<file path="src/rtl/antilog_pkg.sv">
// rtl/antilog_pkg.sv - shared widths, stage payload and reference conversion for antilog_pipe
package antilog_pkg;

    localparam int DEF_EXP_W  = 4;
    localparam int DEF_FRAC_W = 7;
    localparam int DEF_MAG_W  = 15;
    localparam int DEF_DQL_W  = DEF_EXP_W + DEF_FRAC_W + 1;
    // Shifted value keeps one guard bit above the largest possible result.
    localparam int DEF_SH_W   = (1 << DEF_EXP_W) + 1;
    localparam int DEF_CH_W   = 5;

    // Payload carried from the first register stage to the converter.
    typedef struct packed {
        logic                 ds;
        logic                 dqs;
        logic [DEF_CH_W-1:0]  ch;
        logic [DEF_SH_W-1:0]  full;
    } antilog_stage_t;

    // Returns {ovf, full} for a DQL at the default widths; negative logs give zero.
    function automatic logic [DEF_SH_W:0] antilog_mag(input logic [DEF_DQL_W-1:0] dql);
        logic [DEF_SH_W-1:0] full;
        full = DEF_SH_W'(({{(DEF_SH_W-1){1'b0}}, 1'b1, dql[DEF_FRAC_W-1:0]}
                          << dql[DEF_DQL_W-2 -: DEF_EXP_W]) >> DEF_FRAC_W);
        if (dql[DEF_DQL_W-1]) begin
            return '0;
        end
        return {(full >= (DEF_SH_W'(1) << DEF_MAG_W)), full};
    endfunction

endpackage

</file>
<file path="src/rtl/antilog_core.sv">
// rtl/antilog_core.sv - combinational overflow detect, truncate/saturate and sign assembly
module antilog_core
    import antilog_pkg::*;
#(
    parameter int MAG_W = DEF_MAG_W,
    parameter int SH_W  = DEF_SH_W,
    parameter int SAT   = 0
) (
    input  logic              ds,
    input  logic              dqs,
    input  logic [SH_W-1:0]   full,
    output logic [MAG_W:0]    dq,
    output logic              ovf
);

    localparam logic [SH_W-1:0] LIMIT = SH_W'(1) << MAG_W;

    logic [MAG_W-1:0] mag;

    // Negative log forces zero magnitude; otherwise truncate or clamp on overflow.
    always_comb begin
        ovf = !ds && (full >= LIMIT);
        if (ds) begin
            mag = '0;
        end else if ((SAT != 0) && ovf) begin
            mag = '1;
        end else begin
            mag = full[MAG_W-1:0];
        end
        dq = {dqs, mag};
    end

endmodule

</file>
<file path="src/rtl/antilog_pipe.sv">
// rtl/antilog_pipe.sv - two-stage elastic log-to-linear converter with channel tag and overflow count
module antilog_pipe
    import antilog_pkg::*;
#(
    parameter int EXP_W  = DEF_EXP_W,
    parameter int FRAC_W = DEF_FRAC_W,
    parameter int MAG_W  = DEF_MAG_W,
    parameter int NCH    = 32,
    parameter int SAT    = 0,
    parameter int CNT_W  = 16,
    localparam int CH_W  = (NCH > 1) ? $clog2(NCH) : 1,
    localparam int DQL_W = EXP_W + FRAC_W + 1
) (
    input  logic               clk,
    input  logic               rst_n,
    input  logic               in_valid,
    output logic               in_ready,
    input  logic [DQL_W-1:0]   in_dql,
    input  logic               in_dqs,
    input  logic [CH_W-1:0]    in_ch,
    output logic               out_valid,
    input  logic               out_ready,
    output logic [MAG_W:0]     out_dq,
    output logic [CH_W-1:0]    out_ch,
    output logic               out_ovf,
    output logic [CNT_W-1:0]   sat_count,
    input  logic               sat_clr
);

    localparam int SH_W   = (1 << EXP_W) + 1;
    localparam int WIDE_W = FRAC_W + SH_W;

    typedef struct packed {
        logic              ds;
        logic              dqs;
        logic [CH_W-1:0]   ch;
        logic [SH_W-1:0]   full;
    } s1_t;

    s1_t              s1_d;
    s1_t              s1_q;
    logic             s1_valid;
    logic             s2_valid;
    logic             s2_ready;
    logic [MAG_W:0]   core_dq;
    logic             core_ovf;

    // S2 can take data when empty or draining; S1 likewise when empty or advancing.
    assign s2_ready  = !s2_valid || out_ready;
    assign in_ready  = !s1_valid || s2_ready;
    assign out_valid = s2_valid;

    // Split DQL and shift {1,DMN} by the exponent at full width before dropping fraction bits.
    always_comb begin
        s1_d.ds   = in_dql[DQL_W-1];
        s1_d.dqs  = in_dqs;
        s1_d.ch   = in_ch;
        s1_d.full = SH_W'((WIDE_W'({1'b1, in_dql[FRAC_W-1:0]})
                           << in_dql[DQL_W-2 -: EXP_W]) >> FRAC_W);
    end

    antilog_core #(
        .MAG_W (MAG_W),
        .SH_W  (SH_W),
        .SAT   (SAT)
    ) u_core (
        .ds   (s1_q.ds),
        .dqs  (s1_q.dqs),
        .full (s1_q.full),
        .dq   (core_dq),
        .ovf  (core_ovf)
    );

    // Advance both stages; output registers hold while stalled.
    always_ff @(posedge clk) begin
        if (!rst_n) begin
            s1_valid <= 1'b0;
            s1_q     <= '0;
            s2_valid <= 1'b0;
            out_dq   <= '0;
            out_ch   <= '0;
            out_ovf  <= 1'b0;
        end else begin
            if (in_ready) begin
                s1_valid <= in_valid;
                if (in_valid) begin
                    s1_q <= s1_d;
                end
            end
            if (s2_ready) begin
                s2_valid <= s1_valid;
                if (s1_valid) begin
                    out_dq  <= core_dq;
                    out_ch  <= s1_q.ch;
                    out_ovf <= core_ovf;
                end
            end
        end
    end

    // Count overflow transfers, sticking at all-ones; clear wins over increment.
    always_ff @(posedge clk) begin
        if (!rst_n) begin
            sat_count <= '0;
        end else if (sat_clr) begin
            sat_count <= '0;
        end else if (out_valid && out_ready && out_ovf && (sat_count != '1)) begin
            sat_count <= sat_count + 1'b1;
        end
    end

endmodule

</file>
<file path="config.mk">
export PLATFORM = sky130hd
export DESIGN_NAME = antilog_pipe
export DESIGN_NICKNAME = d
export VERILOG_FILES = /design/src/rtl/antilog_pkg.sv /design/src/rtl/antilog_core.sv /design/src/rtl/antilog_pipe.sv
export SDC_FILE = /design/constraint.sdc
export NUM_CORES = 1
export LEC_CHECK = 0
export ABC_AREA = 1
export CAP_MARGIN = 10
export CORE_MARGIN = 10
export CORE_UTILIZATION = 46
export CTS_CLUSTER_DIAMETER = 60
export DETAILED_ROUTE_END_ITERATION = 8
export PLACE_DENSITY = 0.75
export RECOVER_POWER = 100
export SLEW_MARGIN = 20
export SYNTH_ARGS = -nofsm -noshare
export SYNTH_HDL_FRONTEND = slang
export SYNTH_SLANG_ARGS = --single-unit
export TNS_END_PERCENT = 5
</file>
<file path="constraint.sdc">
create_clock -name clk -period 1.47 [get_ports clk]
set_input_delay 0.294 -clock clk [delete_from_list [all_inputs] [get_ports clk]]
set_output_delay 0.294 -clock clk [all_outputs]
set_load 0.1 [all_outputs]
</file>
==> flow_summary.json <==
{
  "end_kind": "primary output",
  "synthCells": 445,
  "worst_pin_slew_ns": 0.5284,
  "yosys_warnings": 0,
  "post_drt_wl_per_cell_um": 14.61,
  "min_to": "s1_q[8]$_SDFFE_PN0P_",
  "routed_wirelength_mm": 8.983,
  "crit_cells": 4,
  "grt_max_degree": 23,
  "antenna_found_initial": 0,
  "final_common_cell": "nand2_1",
  "cp_cell_sequence": "clkdlybuf4s50_1 > inv_2 > nand3_4 > buf_12",
  "switching_share_pct": 28.93,
  "cts_root_buffer": "clkbuf_8",
  "cts_tree": "done",
  "holdPathStages": 2,
  "fillers": 502,
  "fp.dieArea_um2": 10190,
  "p_clk_share_pct": 38.8,
  "grt_pass1_wl_mm": 14.57,
  "vdd_drop_max_v": 0.0006784,
  "synth-xor-area-share_pct": 2.033,
  "cap_violations": 0,
  "ys_seq_area_share_pct": 41.83,
  "fin_nets": 557,
  "status": "completed",
  "io-pin-count": 63,
  "critPathKind": "input pin to primary output",
  "rows": 29,
  "grt_pass1_vias": 3165,
  "clk_pin_slew_worst_paths_ns": 0.08,
  "seq_area_um2": 1321,
  "core_area_um2": 6350,
  "synth_compound_area_share_pct": 14.02,
  "synthMuxAreaShare_pct": 0,
  "clkSinkCount": 63,
  "rsz0062_at_grt": "true",
  "power_switching_w": 0.001139,
  "initial_utilization_pct": 47.49,
  "firstDrtPassIters": 5,
  "clock_path_buffers": 2,
  "layout_min_cycle_time_ns": 1.453,
  "pre_cts_ws_ns": -0.2988,
  "synth_nets": 469,
  "arrival_ns": 1.16,
  "area_growth_syn_to_layout_pct": 42.74,
  "worstPathRequired_ns": 1.18,
  "die_h_um": 101.0,
  "timing.fmax_ghz": 0.6880,
  "htreeDepth": 3,
  "min_from": "s1_q[8]$_SDFFE_PN0P_",
  "power_frac_seq_pct": 45.1,
  "setup_ws_ns": 0.01660,
  "globalRouteTotalUtil_pct": 17.42,
  "critPathLaunchType": "input pin",
  "cp_max_fo": 3,
  "r2r_end": "sat_count[14]$_SDFFE_PP0P_",
  "synth_area_um2": 3015,
  "p_leak_nw": 1.743,
  "post-route-util_pct": 67.78,
  "drc": 0,
  "layout_common_cells": "nand2_1, nor2_1, dfxtp_1",
  "crit_path_top_delay_cell": "clkdlybuf4s50_1",
  "skew_ns": 0.01053,
  "dp_hpwl_mm": 6.567,
  "diodes": 0,
  "final_hold_viol_count": 0,
  "viasPerCell": 5.372,
  "synth-adder-area-share_pct": 0.4149,
  "overflow": 0,
  "hold_buffers": 0,
  "synth_simple_gate_area_share_pct": 34.07,
  "pwr_density_cell_nw_per_um2": 914.7,
  "drt_iter0_drc": 215,
  "critPathTopFamily": "buffers and inverters",
  "slew_headroom_pct": 64.56,
  "cp.buffers_inverters": 3,
  "final_antenna_net_count": 0,
  "rrSetupSlack_ns": 0.06,
  "synth_top_family_by_area": "simple AND/OR/NAND/NOR gates",
  "min_path_type": "flip-flop to flip-flop",
  "synth_cell_type_count": 24,
  "gp_congestion": 0.9192,
  "synth_seq_cells": 63,
  "setup_viol": 0,
  "slowest_delay_ns": 0.48,
  "vias": 3304,
  "slew_viol_final": 0,
  "port_buffers": 62,
  "ff2ff_path_depth": 8,
  "pwr-share-comb_pct": 16.2,
  "postSynthAreaPerCell_um2": 6.776,
  "reg2reg_from": "sat_count[0]$_SDFFE_PP0P_",
  "clk_latency_ns": 0.34,
  "die_width_um": 101.0,
  "cts_buffers": 9,
  "drive_above_1_share_pct": 26.58,
  "multi_input_comb_area_um2": 1602,
  "period_share_pct": 98.87,
  "p_int_w": 0.002798
}
## worst reg2reg max path: stages, from the launching register on
cell and delay [ns]:
dfxtp_4 0.38, ha_4 0.16, nand3_4 0.11, inv_1 0.12
nand2_1 0.09, nor2_4 0.13, nand4_1 0.12, nor2_1 0.13
nor2_1 0.05
## cell type report
cell class	count	share of cell area, %
flip-flops and latches	63	30.70
repair buffers	96	22.12
well taps	77	2.238
multi-input cells	327	37.21
clock buffers	11	3.285
clock inverters	5	1.308
inverters	36	3.140
## cell families (layout without fill, tap and decap cells)
logic type,after synthesis,count (layout)
fa+ha+maj,1,1
simple gates,244,244
compound gates,75,75
buf+inv,55,148
xor+xnor,7,7
flops,63,63
## Yosys cell counts
library cell / number / area share, %
nor2_1: 62 / 7.7
o21ai_0: 24 / 4.0
nand2_1: 121 / 15
o21a_1: 1 / 0.25
a21oi_2: 10 / 2.9
clkinv_1: 1 / 0.12
xor2_1: 4 / 1.2
nor2_2: 2 / 0.41
nand2_2: 2 / 0.41
nor2_4: 1 / 0.37
buf_2: 7 / 1.2
clkbuf_1: 10 / 1.2
nand2_4: 1 / 0.37
xnor2_1: 3 / 0.87
inv_1: 31 / 3.9
buf_6: 2 / 0.75
nand4_1: 10 / 2.1
a22oi_1: 3 / 0.75
a21oi_1: 37 / 6.1
dfxtp_1: 63 / 42
ha_1: 1 / 0.41
inv_2: 4 / 0.50
nand3_1: 44 / 7.3
nand3_2: 1 / 0.33
## flip-flops by register name, indices dropped and copies added (netlist names)
name       flops
out_ch         5
out_dq        16
out_ovf        1
out_valid      1
s1_q          23
s1_valid       1
sat_count     16
## power groups by stage
| stage | clock network [W] | logic, W | registers, W |
|---|---|---|---|
| 3_3_place_gp | 0 | 0.000652 | 0.00182 |
| 5_1_grt | 0.00160 | 0.000683 | 0.00178 |
| 4_1_cts | 0.00153 | 0.000667 | 0.00178 |
| 6_report | 0.00153 | 0.000636 | 0.00177 |
| 3_5_place_dp | 0 | 0.000661 | 0.00182 |
| 2_1_floorplan | 0 | 0.000235 | 0.00195 |
## worst max path at each step
| stage | start | endpoint |
|---|---|---|
| floorplan | out_valid$_SDFFE_PN0P_ | s1_q[6]$_SDFFE_PN0P_ |
| global placement | out_ready | s1_q[11]$_SDFFE_PN0P_ |
| detailed placement | out_ready | s1_q[10]$_SDFFE_PN0P_ |
| CTS | sat_count[0]$_SDFFE_PP0P_ | sat_count[12]$_SDFFE_PP0P_ |
| global route | sat_count[0]$_SDFFE_PP0P_ | sat_count[7]$_SDFFE_PP0P_ |
| finish | out_ready | in_ready |
## layer usage
layer | GRT usage [%] | vias up | wire, um
met2 | 28.94 | 160 | 4311
met3 | 5.281 | 27 | 761
met1 | 20.00 | 1499 | 3672
li1 | - | 1618 | -
met5 | 0 | - | 0
met4 | 8.039 | 0 | 238
## what timing repair did
action                     CTS  global route
buffers inserted             1             1
setup endpoints to repair   13            24
resized for setup            3            14
pin swaps                    0             2
## metrics by stage
| stage | std cells | power (W) | hold WS, ns | area, um^2 | setup TNS, ns |
|---|---|---|---|---|---|
| final | 615 | 0.003937 | 0.4687 | 4304 | 0 |
| after global routing | 615 | 0.004063 | 0.4920 | 4304 | -0.1613 |
| after CTS | 614 | 0.003979 | 0.4703 | 4621 | 0 |
| after detailed placement | 598 | 0.002482 | 0.4589 | 4413 | -10.32 |
| after global placement | 598 | 0.002471 | 0.4518 | 4413 | -8.898 |
| after floorplan | 445 | 0.002190 | 0.4297 | 3114 | -3.706 |
No activity file was read; power rests on OpenSTA's default activity.
